## config.mk

```make
export PLATFORM = sky130hd
export DESIGN_NAME = hazard_ctrl
export DESIGN_NICKNAME = d
export VERILOG_FILES = /design/src/rtl/hazard_ctrl.sv
export SDC_FILE = /design/constraint.sdc
export NUM_CORES = 1
export LEC_CHECK = 0
export BUFFER_PORTS_ARGS = -buffer_cell sky130_fd_sc_hd__buf_2
export CAP_MARGIN = 20
export CORE_MARGIN = 2
export CORE_UTILIZATION = 30
export DETAILED_ROUTE_END_ITERATION = 8
export GPL_ROUTABILITY_DRIVEN = 0
export HOLD_SLACK_MARGIN = 0.03
export PLACE_DENSITY = 0.59
export SLEW_MARGIN = 10
export SYNTH_ARGS = -nofsm -noshare
export SYNTH_HDL_FRONTEND = slang
export SYNTH_SLANG_ARGS = --single-unit
```

## constraint.sdc

```tcl
create_clock -name clk -period 4.6 [get_ports clk]
set_input_delay 0.23 -clock clk [delete_from_list [all_inputs] [get_ports clk]]
set_output_delay 0.23 -clock clk [all_outputs]
set_load 0.005 [all_outputs]
```

## src/rtl/hazard_ctrl.sv

```systemverilog
// hazard_ctrl: pipeline hazard controller. Detects load-use and RAW hazards,
// flushes on taken branches, freezes the whole pipeline while data memory is
// busy, and selects EX operand forwarding sources.
// Build option: define HAZARD_FWD_EN to enable EX-stage forwarding; when it is
// not defined, fwd_a/fwd_b stay 00 and ALU RAW hazards stall for one cycle.
module hazard_ctrl #(
  parameter int REG_AW = 4,
  parameter int LU_CYC = 1,
  parameter int BR_PEN = 1,
  parameter int CNT_W  = 16
) (
  input  logic              clk,
  input  logic              rst,
  input  logic [REG_AW-1:0] id_rs,
  input  logic [REG_AW-1:0] id_rt,
  input  logic              id_rs_used,
  input  logic              id_rt_used,
  input  logic [REG_AW-1:0] ex_rs,
  input  logic [REG_AW-1:0] ex_rt,
  input  logic [REG_AW-1:0] ex_rd,
  input  logic              ex_wr,
  input  logic              ex_memread,
  input  logic [REG_AW-1:0] mem_rd,
  input  logic              mem_wr,
  input  logic [REG_AW-1:0] wb_rd,
  input  logic              wb_wr,
  input  logic              br_taken,
  input  logic              dmem_busy,
  output logic              pc_stall,
  output logic              ifid_stall,
  output logic              idex_bubble,
  output logic              ifid_flush,
  output logic              idex_flush,
  output logic              exmem_stall,
  output logic [1:0]        fwd_a,
  output logic [1:0]        fwd_b,
  output logic [CNT_W-1:0]  stall_cnt
);

  typedef enum logic [1:0] {RUN, LU_STALL, FLUSH, FREEZE} state_t;

  localparam logic [1:0] LU_INIT = 2'(LU_CYC - 1);
  localparam logic [1:0] BR_INIT = 2'(BR_PEN - 1);

  state_t     state_q, state_d, saved_q, saved_d, eff_state;
  logic [1:0] cnt_q, cnt_d, saved_cnt_q, saved_cnt_d, eff_cnt;
  logic       lu_haz, raw_haz;
  logic       pc_stall_c, ifid_stall_c, idex_bubble_c;
  logic       ifid_flush_c, idex_flush_c, exmem_stall_c;

  // A producer matches a consumer only for a nonzero register that is both
  // written and actually read.
  function automatic logic reg_hit(input logic [REG_AW-1:0] rd, input logic wr,
                                   input logic [REG_AW-1:0] src, input logic used);
    return wr && used && (rd != '0) && (rd == src);
  endfunction

  assign lu_haz = ex_memread && (reg_hit(ex_rd, ex_wr, id_rs, id_rs_used) ||
                                 reg_hit(ex_rd, ex_wr, id_rt, id_rt_used));

`ifdef HAZARD_FWD_EN
  assign raw_haz = 1'b0;
`else
  assign raw_haz = reg_hit(ex_rd, ex_wr, id_rs, id_rs_used)   ||
                   reg_hit(ex_rd, ex_wr, id_rt, id_rt_used)   ||
                   reg_hit(mem_rd, mem_wr, id_rs, id_rs_used) ||
                   reg_hit(mem_rd, mem_wr, id_rt, id_rt_used);
`endif

  // Next-state and control outputs; a freeze that ends resumes the saved state
  // in the same cycle, so the saved state drives the decode then.
  always_comb begin
    // NOTE: every signal gets a default before any branch so no latch is inferred.
    pc_stall_c    = 1'b0;
    ifid_stall_c  = 1'b0;
    idex_bubble_c = 1'b0;
    ifid_flush_c  = 1'b0;
    idex_flush_c  = 1'b0;
    exmem_stall_c = 1'b0;
    state_d       = state_q;
    cnt_d         = cnt_q;
    saved_d       = saved_q;
    saved_cnt_d   = saved_cnt_q;
    eff_state     = state_q;
    eff_cnt       = cnt_q;
    if (state_q == FREEZE && !dmem_busy) begin
      eff_state = saved_q;
      eff_cnt   = saved_cnt_q;
    end

    if (dmem_busy) begin
      pc_stall_c    = 1'b1;
      ifid_stall_c  = 1'b1;
      exmem_stall_c = 1'b1;
      state_d       = FREEZE;
      if (state_q != FREEZE) begin
        saved_d     = state_q;
        saved_cnt_d = cnt_q;
      end
    end else begin
      case (eff_state)
        RUN, LU_STALL: begin
          if (br_taken) begin
            ifid_flush_c = 1'b1;
            idex_flush_c = 1'b1;
            state_d      = (BR_PEN > 1) ? FLUSH : RUN;
            cnt_d        = (BR_PEN > 1) ? BR_INIT : 2'd0;
          end else if (eff_state == LU_STALL) begin
            pc_stall_c    = 1'b1;
            ifid_stall_c  = 1'b1;
            idex_bubble_c = 1'b1;
            state_d       = (eff_cnt <= 2'd1) ? RUN : LU_STALL;
            cnt_d         = (eff_cnt <= 2'd1) ? 2'd0 : eff_cnt - 2'd1;
          end else if (lu_haz) begin
            pc_stall_c    = 1'b1;
            ifid_stall_c  = 1'b1;
            idex_bubble_c = 1'b1;
            state_d       = (LU_CYC > 1) ? LU_STALL : RUN;
            cnt_d         = (LU_CYC > 1) ? LU_INIT : 2'd0;
          end else if (raw_haz) begin
            pc_stall_c    = 1'b1;
            ifid_stall_c  = 1'b1;
            idex_bubble_c = 1'b1;
            state_d       = RUN;
            cnt_d         = 2'd0;
          end else begin
            state_d = RUN;
            cnt_d   = 2'd0;
          end
        end
        FLUSH: begin
          ifid_flush_c = 1'b1;
          idex_flush_c = 1'b1;
          state_d      = (eff_cnt <= 2'd1) ? RUN : FLUSH;
          cnt_d        = (eff_cnt <= 2'd1) ? 2'd0 : eff_cnt - 2'd1;
        end
        default: begin
          state_d = RUN;
          cnt_d   = 2'd0;
        end
      endcase
    end
  end

  // State, counter and freeze save registers.
  always_ff @(posedge clk or posedge rst) begin
    // NOTE: flops use non-blocking assignments so every register samples pre-edge values.
    if (rst) begin
      state_q     <= RUN;
      cnt_q       <= 2'd0;
      saved_q     <= RUN;
      saved_cnt_q <= 2'd0;
    end else begin
      state_q     <= state_d;
      cnt_q       <= cnt_d;
      saved_q     <= saved_d;
      saved_cnt_q <= saved_cnt_d;
    end
  end

  // Saturating count of cycles in which the PC was held.
  always_ff @(posedge clk or posedge rst) begin
    if (rst) begin
      stall_cnt <= '0;
    end else if (pc_stall && (stall_cnt != '1)) begin
      stall_cnt <= stall_cnt + 1'b1;
    end
  end

  // Outputs are forced low while reset is asserted, independent of the clock.
  assign pc_stall    = pc_stall_c    & ~rst;
  assign ifid_stall  = ifid_stall_c  & ~rst;
  assign idex_bubble = idex_bubble_c & ~rst;
  assign ifid_flush  = ifid_flush_c  & ~rst;
  assign idex_flush  = idex_flush_c  & ~rst;
  assign exmem_stall = exmem_stall_c & ~rst;

`ifdef HAZARD_FWD_EN
  logic mem_a, mem_b, wb_a, wb_b;
  assign mem_a = reg_hit(mem_rd, mem_wr, ex_rs, 1'b1);
  assign mem_b = reg_hit(mem_rd, mem_wr, ex_rt, 1'b1);
  assign wb_a  = reg_hit(wb_rd, wb_wr, ex_rs, 1'b1);
  assign wb_b  = reg_hit(wb_rd, wb_wr, ex_rt, 1'b1);
  // The younger MEM result wins over the older WB result.
  assign fwd_a = rst ? 2'b00 : mem_a ? 2'b01 : wb_a ? 2'b10 : 2'b00;
  assign fwd_b = rst ? 2'b00 : mem_b ? 2'b01 : wb_b ? 2'b10 : 2'b00;
`else
  logic unused_fwd;
  assign unused_fwd = ^{ex_rs, ex_rt, wb_rd, wb_wr};
  assign fwd_a = 2'b00;
  assign fwd_b = 2'b00;
`endif

endmodule

```

Yosys cells after proc, flatten, opt, wreduce, memory -nomap -nowiden
Cells that the tools add are included.
- add/subtract/negate cells: 2
- magnitude comparators: 1
- eq/ne operators: 9
- multiplexer cells: 23
- bitwise logic cells: 5
- reduce and logical (&&, ||, !) cells: 24
- operators with widths (kind ; number):
    $add 16x1->16 const B ; 1
    $eq 4x4->1 ; 4
    $ne 16x16->1 const B ; 1
    $logic_and 1x1->1 ; 15
    $mux 2 ; 7
    $mux 1 ; 13
    $pmux 2 s2 ; 2
    $reduce_bool 4->1 ; 2
    $and 1x1->1 ; 4
    $eq 2x2->1 const B ; 2
    $logic_or 1x1->1 ; 3
    $eq 2x1->1 const B ; 1
    $le 2x1->1 const B ; 1
    $logic_not 2->1 ; 1
    $ne 2x2->1 const B ; 1
    $pmux 1 s2 ; 1
    $reduce_and 2->1 ; 1
    $reduce_or 2->1 ; 1
    $sub 2x1->2 const B ; 1
    $logic_not 1->1 ; 1
    $not 1->1 ; 1
- register bits: 24
- input port bits: 38
- output and inout port bits: 26
- logic and storage cells: 69

Depth between registers and ports, before layout
- depth in word-level cells: 14
- depth in mapped cells: 10
- gate-level depth less buffers: 8

Least setup slack after synthesis
Ideal clock, no wire load.
- kind: register -> register
- from: register stall_cnt[2]
- to: register stall_cnt[3]
- setup time: 0.080 ns
- arrival: 1.743 ns
- required time: 4.520 ns
- path slack: 2.777 ns
- stages on the path, launching flop included: 10
- path buffers: 1
- period minus slack after synthesis: 1.823 ns
- path through: dfrtp_1 > and4_1 > nand2_1 > nor3_2 > and2_2 > nand3_1 > a22o_4 > buf_6 > nand4_1 > xnor2_1
- cells in the longest elaborated chain, start to end: 2
- elaborated cells between the ends (all ways): 3
- classes of those cells: 1 x add/sub; 1 x eq/ne; 1 x reduce/logical
- RTL lines (what ; RTL line ; RTL):
    start, declared ; 37 ; output logic [CNT_W-1:0] stall_cnt
    start signal, assigned ; 166 ; stall_cnt <= stall_cnt + 1'b1;
    parallel branches: the longest is 2 deep, another holds $add 16x1->16 ; n/a ;
Several ways; the timed one is not identified.
A chain may end at the register's enable or synchronous reset.

Worst setup path after layout
- from: register stall_cnt[2]
- to: register stall_cnt[1]
- cells in the longest elaborated chain, start to end: 2
- RTL lines (what ; RTL line ; RTL):
    $ne 16x16->1 ; 165 ; end else if (pc_stall && (stall_cnt != '1)) begin
    $logic_and 1x1->1 ; 165 ;
Every way passes these cells.

==> reports/metrics.csv <==
metric;value;unit
num_rows;25;
final.setup.worst_slack;2.60;ns
postCtsSetupBuffers;0;
start_util;31.1;%
fin_crit;2.00;ns
viasPerCell;4.72;
io_pins;64;
synth_top_area_share;40.9;%
grt-ovfl-total;0;
drc;0;
synth_top_cell_by_area;dfrtp_1;
synth_warnings;0;
fillCellCount;499;
postCtsHoldBufs;0;
hold_ws;0.188;ns
cts_tree;done;
diodes;0;
synthCells;153;
clockRootBuffer;clkbuf_8;
yosys-top-cells-area;dfrtp_1 41%, xnor2_1 11%, xor2_1 7.8%, nand4_1 4.3%, nand3_1 3.8%;
grt_use_total;11.6;%
finClkSkew;0.00603;ns
core_region_area;4720;um^2
leakage;0.000830;uW
grt_max_degree;26;
power.density;345;nW/um^2
hold_violations;0;
grt_pass1_wl;4.99;mm
numPlacedInstances;257;
drt_iter0_markers;42;
firstDrtPassIters;2;
worstMarginPinSlew;0.915;ns
numPortBuffers;45;
layout_common_cells;45 x buf_2, 24 x dfrtp_1, 18 x xnor2_1;
clk_pin_slew;0.09;ns
drive_gt1_share;29.9;%
crit_fanout;16;
yosys_register_bits;24;
final.setup.tns;0;ns
worstSetupEndpointType;flop;
grt_pass1_vias;1130;
dr_total_vias;1233;
antenna_found_initial;0;
cts.htree.levels;1;
fin_nets;234;
die_area;5470;um^2
setup_viol;0;
crit_arrival;2.17;ns
drv_slew;0;
clk_latency;0.27;ns
async_reset_ff_share;100;%
cts_resized;0;
die_h;73.9;um
start_kind;flop;
wl;3.14;mm
fp.dieW;73.9;um
ant_nets;0;
max-cap-violations;0;
worstPathRequired;4.76;ns
seq_area_frac_synth;40.9;%
synth-edff-count;0;
clockBufferDepth;2;
cts_buffers;3;
multi_input_area;787;um^2
rsz0062_at_grt;false;
layout_commonest_cell;buf_2;
status;complete, no violations;
netlist_area;1470;um^2
hpwl;2.33;mm
synth.avg_cell_area;9.59;um^2
critPathKind;flop to flop;
seq_area;601;um^2
cts_sinks;24;
slew_headroom;38.9;%
worst_hold_path_type;primary input to asynchronous set/reset pin;
final_cells;261;
fmax;0.499;GHz
peakVddDrop;0.000192;V
wl_per_cell;12.0;um
syn2layout_area_growth;21.2;%
ys_types;35;
post-place-ws;2.44;ns
finalCritPeriodShare;43.5;%
synth_ff_type;dfrtp_1;
[state kept, by name, indices dropped and copies added, names as in the netlist]
name	count
cnt_q	2
saved_cnt_q	2
state_q	2
stall_cnt	16
saved_q	2
[layer usage]
layer / vias to the layer above / wire length (um) / GRT usage [%] / share of wire, %
met3: 4 / 215 / 1.76 / 6.9
met4: 0 / 48 / 5.25 / 1.5
met1: 584 / 1560 / 15.7 / 50
met2: 44 / 1310 / 18.5 / 42
li1: 601 / - / - / -
met5: - / 0 / 0 / 0
[worst max-delay path: stages, from the launching register on]
cell and delay [ns]:
dfrtp_1 0.45, and4_1 0.25, nand2_1 0.08, nor3_2 0.21, and2_2 0.19, nand3_1 0.09
a22o_4 0.34, mux2_2 0.28
[cell families (layout without fill, tap and decap cells)]
kind of cell / count (synthesis) / in the layout / synth area share, %
AO/OA/AOI/OAI: 15 / 15 / 7.59
XOR/XNOR: 31 / 31 / 18.5
flip-flops: 24 / 24 / 40.9
AND/OR/NAND/NOR: 62 / 62 / 21.9
adder cells (fa/ha/maj): 1 / 1 / 0.852
multiplexers: 5 / 5 / 3.75
other: 1 / 4 / 0.256
buffers and inverters: 14 / 52 / 6.22
[report_power, final]
group          switching [uW]  internal, uW  leakage, uW
clock network            69.3           116    0.0000357
registers                49.6           239     0.000317
logic                    72.1          67.5     0.000477
[final cells by class]
cell class / instances / area share, %
clock inverters: 1 / 1.69
flip-flops and latches: 24 / 33.8
inverters: 3 / 0.633
repair buffers: 45 / 12.7
well taps: 67 / 4.71
clock buffers: 3 / 2.32
multi-input cells: 118 / 44.2
[cells in the mapped netlist, types with 2 or more instances]
cell type	n
buf_4	6
nor3_1	5
clkbuf_1	2
xnor2_1	18
mux2_2	4
a21oi_1	4
o41ai_1	2
dfrtp_1	24
buf_6	2
o21ai_0	3
nand2_1	14
inv_1	3
nor2_1	11
and3_1	2
nand3_1	11
and2_2	2
nand4_1	10
xor2_1	13
[per-stage QoR]
| stage | power (uW) | utilization, % | cell area (um^2) |
|---|---|---|---|
| finish | 614 | 37.7 | 1780 |
| global route | 651 | 37.7 | 1780 |
| CTS | 624 | 37.7 | 1780 |
| detailed placement | 434 | 36.2 | 1710 |
| global placement | 432 | 36.2 | 1710 |
| floorplan | 378 | - | 1480 |
[worst paths after layout]
kind / from / endpoint / slack [ns] / cells past startpoint
setup / recovery: stall_cnt[2] / stall_cnt[1] / 2.60 / 7
hold / removal: rst / cnt_q[0] / 0.19 / 2
setup reg to reg: stall_cnt[2] / stall_cnt[1] / 2.60 / 7
hold reg to reg: stall_cnt[12] / stall_cnt[12] / 0.50 / 1
max in group asynchronous: rst / stall_cnt[4] / 3.85 / 2
min in group clk: dmem_busy / cnt_q[0] / 0.31 / 2
No activity file was read; power rests on OpenSTA's default activity.
